## src/rtl/nibble_add_pkg.sv

```systemverilog
// Shared types and helpers for the nibble-serial adder sequencer.
// Latency: n/a (declarations only).
// Backpressure: n/a (declarations only).
package nibble_add_pkg;

   typedef enum logic [1:0] {
      IDLE = 2'd0,
      RUN  = 2'd1,
      DONE = 2'd2
   } state_e;

   localparam int NIBBLE_W = 4;

   // Number of nibble steps needed to cover an operand of the given width.
   function automatic int nibbles_of(input int width);
      return width / NIBBLE_W;
   endfunction

endpackage

```

## src/rtl/four_bit_adder.sv

```systemverilog
// Combinational 4-bit ripple adder slice with carry in/out.
// Latency: 0 cycles (purely combinational).
// Backpressure: none; output follows inputs.
module four_bit_adder (
   input  logic [3:0] a,
   input  logic [3:0] b,
   input  logic       cin,
   output logic [3:0] sum,
   output logic       cout
);

   // Widen to 5 bits so the carry out falls out of the addition directly.
   assign {cout, sum} = 5'(a) + 5'(b) + 5'(cin);

endmodule

```

## src/rtl/nibble_serial_add_ctrl.sv

```systemverilog
// WIDTH-bit add (optional subtract via SUBTRACT_EN) using one 4-bit slice, LSB nibble first.
// Latency: WIDTH/4 cycles from accept edge to out_valid.
// Backpressure: in_ready only in IDLE; DONE holds all outputs frozen until out_ready.
import nibble_add_pkg::*;

module nibble_serial_add_ctrl #(
   parameter int WIDTH = 16
) (
   input  logic             clk,
   input  logic             rst,
   input  logic             in_valid,
   output logic             in_ready,
   input  logic [WIDTH-1:0] op_a,
   input  logic [WIDTH-1:0] op_b,
   input  logic             cin,
`ifdef SUBTRACT_EN
   input  logic             sub,
`endif
   output logic             out_valid,
   input  logic             out_ready,
   output logic [WIDTH-1:0] result,
   output logic             cout,
   output logic             busy
);

   localparam int NIBBLES = nibbles_of(WIDTH);
   localparam int IDX_W   = (NIBBLES > 1) ? $clog2(NIBBLES) : 1;
   localparam int OFF_W   = IDX_W + 2;
   localparam logic [IDX_W-1:0] LAST_IDX = IDX_W'(NIBBLES - 1);

   // Reject widths that do not split into whole nibbles.
   generate
      if ((WIDTH % NIBBLE_W) != 0 || WIDTH < NIBBLE_W) begin : g_bad_width
         $error("nibble_serial_add_ctrl: WIDTH must be a multiple of 4 and >= 4");
      end
   endgenerate

   state_e           state_q, state_d;
   logic [IDX_W-1:0] idx_q, idx_d;
   logic             carry_q, carry_d;
   logic [WIDTH-1:0] a_q, a_d;
   logic [WIDTH-1:0] b_q, b_d;
   logic [WIDTH-1:0] result_q, result_d;
   logic             cout_q, cout_d;

   logic [OFF_W-1:0]    bit_off;
   logic [NIBBLE_W-1:0] slice_a;
   logic [NIBBLE_W-1:0] slice_b;
   logic [NIBBLE_W-1:0] slice_sum;
   logic                slice_cout;

   // Bit offset of the nibble currently being processed (idx * 4).
   assign bit_off = {idx_q, 2'b00};
   assign slice_a = a_q[bit_off +: NIBBLE_W];
   assign slice_b = b_q[bit_off +: NIBBLE_W];

   four_bit_adder u_slice (
      .a    (slice_a),
      .b    (slice_b),
      .cin  (carry_q),
      .sum  (slice_sum),
      .cout (slice_cout)
   );

   // Next-state logic: accept operands, step one nibble per RUN cycle, hold in DONE.
   always_comb begin
      state_d  = state_q;
      idx_d    = idx_q;
      carry_d  = carry_q;
      a_d      = a_q;
      b_d      = b_q;
      result_d = result_q;
      cout_d   = cout_q;
      case (state_q)
         IDLE: begin
            if (in_valid) begin
               a_d = op_a;
`ifdef SUBTRACT_EN
               // Subtract as a + ~b + 1; cin is irrelevant in that mode.
               if (sub) begin
                  b_d     = ~op_b;
                  carry_d = 1'b1;
               end else begin
                  b_d     = op_b;
                  carry_d = cin;
               end
`else
               b_d     = op_b;
               carry_d = cin;
`endif
               idx_d   = '0;
               state_d = RUN;
            end
         end
         RUN: begin
            result_d[bit_off +: NIBBLE_W] = slice_sum;
            carry_d = slice_cout;
            if (idx_q == LAST_IDX) begin
               cout_d  = slice_cout;
               idx_d   = '0;
               state_d = DONE;
            end else begin
               idx_d = idx_q + IDX_W'(1);
            end
         end
         DONE: begin
            if (out_ready) begin
               state_d = IDLE;
            end
         end
         default: begin
            state_d = IDLE;
         end
      endcase
   end

   // State and datapath registers; reset clears everything so an aborted op leaves no trace.
   always_ff @(posedge clk or posedge rst) begin
      if (rst) begin
         state_q  <= IDLE;
         idx_q    <= '0;
         carry_q  <= 1'b0;
         a_q      <= '0;
         b_q      <= '0;
         result_q <= '0;
         cout_q   <= 1'b0;
      end else begin
         state_q  <= state_d;
         idx_q    <= idx_d;
         carry_q  <= carry_d;
         a_q      <= a_d;
         b_q      <= b_d;
         result_q <= result_d;
         cout_q   <= cout_d;
      end
   end

   assign in_ready  = (state_q == IDLE);
   assign out_valid = (state_q == DONE);
   assign busy      = (state_q != IDLE);
   assign result    = result_q;
   assign cout      = cout_q;

endmodule

```

## config.mk

```make
export PLATFORM = sky130hd
export DESIGN_NAME = nibble_serial_add_ctrl
export DESIGN_NICKNAME = d
export VERILOG_FILES = /design/src/rtl/nibble_add_pkg.sv /design/src/rtl/four_bit_adder.sv /design/src/rtl/nibble_serial_add_ctrl.sv
export SDC_FILE = /design/constraint.sdc
export NUM_CORES = 1
export LEC_CHECK = 0
export CORE_MARGIN = 2
export CORE_UTILIZATION = 40
export DETAILED_ROUTE_END_ITERATION = 16
export PLACE_DENSITY = 0.65
export RECOVER_POWER = 50
export SYNTH_ARGS = -nofsm -noshare
export SYNTH_HDL_FRONTEND = slang
export SYNTH_SLANG_ARGS = --single-unit
```

## constraint.sdc

```tcl
create_clock -name clk -period 8.5 [get_ports clk]
set_input_delay 1.7 -clock clk [delete_from_list [all_inputs] [get_ports clk]]
set_output_delay 1.7 -clock clk [all_outputs]
set_load 0.05 [all_outputs]
```

==> reports/metrics.cfg, run 1 <==
[run_status]
outcome=finished with violations
violations=max-capacitance violations, max-slew violations

[power_and_ir_drop]
irDropWorstVdd_v=0.000261
power.density_nw_per_um2=431
leakagePower_nw=1.44

[cts]
cts_setup_buffers=0
clockBufferDepth=2
cts_made_buffers=5
cts_num_sinks=54
root_buffer=clkbuf_8
hold_buffers=0
clk_pin_slew_ns=0.10
cts_tree=built
cts_resized=0
clk_latency_ns=0.31
cts-htree-levels=2

[placed_design]
finalWeightedCongestion=0.706
post-place-ws_ns=5.22
io_buffers=56
hpwl_um=3470

[job]
max_cap_violations=2

[timing]
min_period_ns=4.57
fin_worst_skew_ns=0.0122
setup_violations=0
rsz0062_at_grt=no
slew_viol_final=90
timing.setup.tns_ns=0
fin_crit_sh_pct=53.8
relSlewSlack_pct=-85.2
hold_violations=0
setup_slack_ns=3.93
worstMarginPinSlew_ns=2.78
max_clock_freq_mhz=219

[routing]
vias=1537
ant_nets=0
drc=0
firstDrtPassIters=4
routed_wl_um=4720
via_per_inst=5.02
routedWlPerCell_um=15.4
first_iter_violations=89

[floorplanning]
rows=29
die_w_um=85.1
initial_core_util_pct=41.5
die_h_um=85.1
boundaryPins=57
die_area_sq_um=7250
core_area_sq_um=6350

[critical_path]
reg2regPathDepth=4
cp.buffers_inverters=1
timing.rr.end=a_q[15]
crit_slowest_cell=and2_0
critical_path.cell_chain=dlygate4sd3_1 -> and2_0 -> mux2_2
cp_max_fo=34
cp-startpoint=in_valid
crit_path_end=a_q[15]
critPathKind=input port to register
cp_data_required_time_ns=8.69
worst_path_largest_cell_delay_ns=2.02
cp-end-kind=register
crit_path_start_kind=input port
worstPathArrival_ns=4.76
reg2reg_slack_ns=5.14
cp.depth=3
r2r_start=state_q[1]
critPathTopFamily=simple AND/OR/NAND/NOR gates

[synthesis]
syn-num-nets=220
ys_seq_area_share_pct=51.3
yosys_warnings=0
synth-seq-cells=54
ys_types=36
syn_area_per_cell_sq_um=15.3
synthCells=172
netlist_area_sq_um=2630

[global_routing]
grt_overflow=0
grt_pass1_vias=1650
antenna_found_initial=0
grt_max_degree=55
grt_use_total_pct=14.3
grt_pass1_wl_um=8220

[finish]
area_delta_synth_final_pct=25.2
drive_above_1_share_pct=21.8
num-fill-cells=531
n_antenna_cell=0
final_nets=276

[hold_path]
worstHoldPathType=register to register

==> layout by cell type, fill, tap and decap left out, types with 2 or more instances in the layout <==
cell type	n
nor2_1	4
mux2_4	27
mux4_2	8
clkinvlp_4	2
a22o_1	15
clkdlybuf4s50_1	53
fa_1	2
xnor2_1	2
dlygate4sd3_1	3
o31ai_1	3
a21oi_1	3
inv_1	5
nand2_1	9
dfrtp_1	54
mux2_2	4
clkbuf_8	5
ha_1	9
a21o_1	2
==> cells by family after synthesis <==
family | count (synthesis) | share of synthesized area, %
flip-flops | 54 | 51.3
AND/OR/NAND/NOR | 23 | 5.04
XOR/XNOR | 3 | 0.998
adder cells (fa/ha/maj) | 11 | 5.80
buffers and inverters | 13 | 3.90
multiplexers | 41 | 24.9
AO/OA/AOI/OAI | 27 | 8.03
==> through the flow <==
step | power, mW | util (%) | hold WS (ns) | area (sq um) | std cells
6_report | 1.42 | 51.9 | 0.497 | 3300 | 306
3_3_place_gp | 1.27 | 50.5 | 0.476 | 3210 | 298
2_1_floorplan | 1.09 | - | 0.472 | 2630 | 172
5_1_grt | 1.53 | 51.9 | 0.537 | 3300 | 306
3_5_place_dp | 1.28 | 50.5 | 0.477 | 3210 | 298
4_1_cts | 1.43 | 52.0 | 0.500 | 3300 | 306
==> worst register-to-register path, stage by stage (launching register included) <==
cell	delay, ns
dfrtp_1	0.44
or2_4	0.27
inv_2	0.05
and2_0	2.01
mux2_2	0.48
==> synth_stat cells <==
library cell	count	area share, %
dfrtp_1	54	51
mux2_4	28	16
a22o_1	15	5.0
ha_1	9	4.3
nand2_1	9	1.3
mux4_2	8	6.8
inv_1	5	0.71
mux2_2	4	1.7
nor2_1	4	0.57
a21oi_1	3	0.57
o31ai_1	3	0.86
a21o_1	2	0.57
buf_12	2	1.5
buf_2	2	0.38
fa_1	2	1.5
xnor2_1	2	0.67
a31oi_1	1	0.24
and2_4	1	0.33
and2b_1	1	0.29
buf_6	1	0.43
buf_8	1	0.57
clkbuf_1	1	0.14
inv_2	1	0.14
mux2i_1	1	0.38
nand2b_1	1	0.24
nand3_1	1	0.19
nand4_1	1	0.24
nor2b_1	1	0.24
nor4_4	1	0.81
o21ai_0	1	0.19
o21bai_1	1	0.29
o221ai_1	1	0.33
or2_4	1	0.33
or2b_1	1	0.29
or3_1	1	0.24
xor2_1	1	0.33
==> registers in the layout (all words and copies together) (netlist names) <==
signal and cells:
carry_q 1, cout 1, state_q 2, a_q 16, b_q 16, result 16
idx_q 2
==> metal layers <==
| metal | up-vias | track usage (%) | share of wire (%) |
|---|---|---|---|
| met5 | - | 0 | 0 |
| met4 | 0 | 3.90 | 1.1 |
| met3 | 5 | 3.11 | 4.0 |
| met2 | 37 | 22.2 | 45 |
| met1 | 753 | 20.5 | 49 |
| li1 | 742 | - | - |
==> how the worst min path moves through the flow <==
stage                            end  cells past startpoint       start  slack [ns]
final                     result[10]                      2  result[10]        0.50
after global routing         a_q[15]                      1     a_q[15]        0.54
after CTS                 result[10]                      2  result[10]        0.50
after detailed placement  result[10]                      2  result[10]        0.48
after global placement    result[10]                      2  result[10]        0.48
after floorplan           state_q[0]                      1  state_q[1]        0.47
==> layout make-up <==
| type | instances | area (sq um) | area share, % |
|---|---|---|---|
| clock buffers | 5 | 68.8 | 2.09 |
| clock inverters | 3 | 23.8 | 0.721 |
| inverters | 6 | 22.5 | 0.683 |
| multi-input cells | 105 | 1170 | 35.6 |
| flip-flops and latches | 54 | 1350 | 41.0 |
| well taps | 77 | 96.3 | 2.92 |
| repair buffers | 56 | 561 | 17.0 |
==> power by group <==
part | switching, mW | internal [mW]
sequential | 0.0944 | 0.371
clock | 0.0873 | 0.0591
combinational | 0.408 | 0.400
total | 0.590 | 0.830
Power figures use the tool's default switching activity.
==> run 2, diff against run 1 <==
--- a/config.mk
+++ b/config.mk
@@ -8,7 +8,7 @@
 export CORE_MARGIN = 2
 export CORE_UTILIZATION = 40
 export DETAILED_ROUTE_END_ITERATION = 16
-export PLACE_DENSITY = 0.65
+export PLACE_DENSITY = 0.68
 export RECOVER_POWER = 50
 export SYNTH_ARGS = -nofsm -noshare
 export SYNTH_HDL_FRONTEND = slang
==> constraint.sdc (replaced) <==
create_clock -name clk -period 3.82 [get_ports clk]
set_input_delay 0.764 -clock clk [delete_from_list [all_inputs] [get_ports clk]]
set_output_delay 0.764 -clock clk [all_outputs]
set_load 0.05 [all_outputs]
==> run 2 against run 1 <==
- the flow still finishes with violations (max-capacitance violations, max-slew violations)
- via count decreased by 0.72%
- global-route usage rose by 0.14 points
- die area is the same
- final cell count increased by 0.33%
- non-clock buffer count grew 1
- cell area grew 0.30%
- clock skew is 0.0027 ns lower
- setup slack worse by 3.1 ns
- register-to-register slack got worse by 4.2 ns
- core utilization grew 0.16 points
- critical path type unchanged
- largest power group unchanged
- highest routed layer unchanged
==> reports/metrics.cfg, run 2 (synthesis gave the netlist of run 1 again) <==
[finish]
final_common_cell=clkdlybuf4s50_1
fin_cells=307  ; +0.33%
multi_input_area_sq_um=1160  ; -1.3%
n_antenna_cell=0  ; unchanged
final_area_sq_um=3310  ; +0.30%
drive_above_1_share_pct=20.0  ; -1.8 points
final_util_pct=52.1  ; +0.16 points
most-common-layout-cells=clkdlybuf4s50_1, dfrtp_1, mux2_4
area_delta_synth_final_pct=25.6
register_area_sq_um=1350  ; unchanged
num-fill-cells=549  ; +3.4%
final_nets=277  ; +0.36%

[power_and_ir_drop]
clock_power_share_pct=12.2  ; +1.9 points
intPower_mw=1.88  ; +130%
leakagePower_nw=1.44  ; about the same
irDropWorstVdd_v=0.000475  ; +82%
swShare_pct=40.7  ; -0.84 points
p_switching_mw=1.29  ; +120%
power.density_nw_per_um2=961  ; +120%
combPwrFrac_pct=55.9  ; -1.0 points
power_frac_seq_pct=31.9  ; -0.9 points

[global_routing]
grt_use_met3_pct=3.31  ; +0.19 points
antenna_found_initial=0  ; unchanged
met2_usage_pct=22.4  ; +0.14 points
grt.met1_usage_pct=20.7  ; +0.16 points
grt_pass1_wl_um=8290  ; +0.75%
grt_max_degree=55  ; unchanged
grt_overflow=0  ; unchanged
top_usage_layer=met2
grt_use_total_pct=14.5  ; +0.14 points
grt_pass1_vias=1642  ; -0.48%

[cts]
clk_pin_slew_ns=0.10  ; about the same
clk_latency_ns=0.31  ; about the same
root_buffer=clkbuf_8
cts_setup_buffers=0  ; unchanged
cts_num_sinks=54  ; unchanged
cts_resized=0  ; unchanged
cts_made_buffers=5  ; unchanged
cts_tree=built
clockBufferDepth=2  ; unchanged
cts-htree-levels=2  ; unchanged
hold_buffers=0  ; unchanged

[timing]
hold_violations=0  ; unchanged
worstMarginPinSlew_ns=1.99  ; -0.790 ns
max_clock_freq_mhz=336
min_period_ns=2.97
timing.setup.tns_ns=0  ; unchanged
slew_viol_final=90  ; unchanged
rsz0062_at_grt=no
setup_violations=0  ; unchanged
fin_worst_skew_ns=0.00952  ; -0.00272 ns
fin_crit_sh_pct=77.9
relSlewSlack_pct=-32.6  ; +53 points

[routing]
routed_wl_um=4750  ; +0.49%
ant_nets=0  ; unchanged
drc=0  ; unchanged
first_iter_violations=74  ; -17%
vias=1526  ; -0.72%
routedWlPerCell_um=15.5  ; +0.16%
via_per_inst=4.97  ; -1.0%
firstDrtPassIters=3  ; -1

[critical_path]
cp-end-kind=register
crit_path_start_kind=input port
worst_path_largest_cell_delay_ns=1.45  ; -0.57 ns
crit_slowest_cell=and2_1
critPathKind=input port to register
critPathTopFamily=simple AND/OR/NAND/NOR gates
cp.buffers_inverters=1  ; unchanged
cp_data_required_time_ns=4.02  ; -4.67 ns
worstPathArrival_ns=3.18  ; -1.58 ns
critical_path.cell_chain=clkdlybuf4s50_1 -> and2_1 -> mux2_2
cp_max_fo=34  ; unchanged

[floorplanning]
die_w_um=85.1  ; unchanged
initial_core_util_pct=41.5  ; unchanged
die_area_sq_um=7250  ; unchanged
die_h_um=85.1  ; unchanged
rows=29  ; unchanged
core_area_sq_um=6350  ; unchanged
boundaryPins=57  ; unchanged

[hold_path]
worstHoldPathType=register to register

[placed_design]
io_buffers=56  ; unchanged
dp.cells=299  ; +0.34%
place_area_sq_um=3220  ; +0.23%
finalWeightedCongestion=0.734  ; +3.9%
hpwl_um=3470  ; about the same

[run_status]
violations=max-capacitance violations, max-slew violations
outcome=finished with violations

[job]
max_cap_violations=2  ; unchanged

run 2: metrics by stage:
step | power, mW | worst slack (ns) | hold WS [ns]
3_5_place_dp | 2.85 | 1.18 | 0.485
2_1_floorplan | 2.41 | 1.09 | 0.472
3_3_place_gp | 2.83 | 1.21 | 0.477
5_1_grt | 3.44 | 0.631 | 0.525
6_report | 3.18 | 0.846 | 0.505
4_1_cts | 3.25 | 1.17 | 0.510
run 2: routing by layer:
layer,vias up,routed length (um)
met3,6,223
met1,744,2380
li1,736,-
met5,-,0
met4,0,54
met2,40,2090
run 2: final timing paths:
kind	from	to	slack, ns	cells past startpoint
max	in_valid	a_q[15]	0.85	3
min	result[10]	result[10]	0.50	2
max reg2reg	idx_q[0]	carry_q	0.91	6
min reg2reg	result[10]	result[10]	0.50	2
max in group asynchronous	rst	b_q[13]	1.13	2
min in group asynchronous	rst	b_q[8]	1.54	2
run 2: power groups by stage:
stage	sequential [mW]	combinational, mW	clock, mW
CTS	1.02	1.83	0.397
floorplan	1.13	1.28	0
global placement	1.03	1.80	0
finish	1.01	1.78	0.387
global route	1.05	1.97	0.414
detailed placement	1.03	1.83	0
run 2: worst register-to-register path, stage by stage, from the launching register on:
cell	delay [ns]
dfrtp_1	0.56
clkbuf_1	0.54
mux4_2	0.63
fa_1	0.50
a21o_1	0.18
a21oi_1	0.18
o221ai_1	0.12
run 2: layout make-up:
class	count	share of cell area, %
Clock inverter	3	1.36
Tap cell	77	2.91
Multi-Input combinational cell	105	35.0
Inverter	6	0.681
Sequential cell	54	40.9
Clock buffer	5	2.08
Timing Repair Buffer	57	17.1
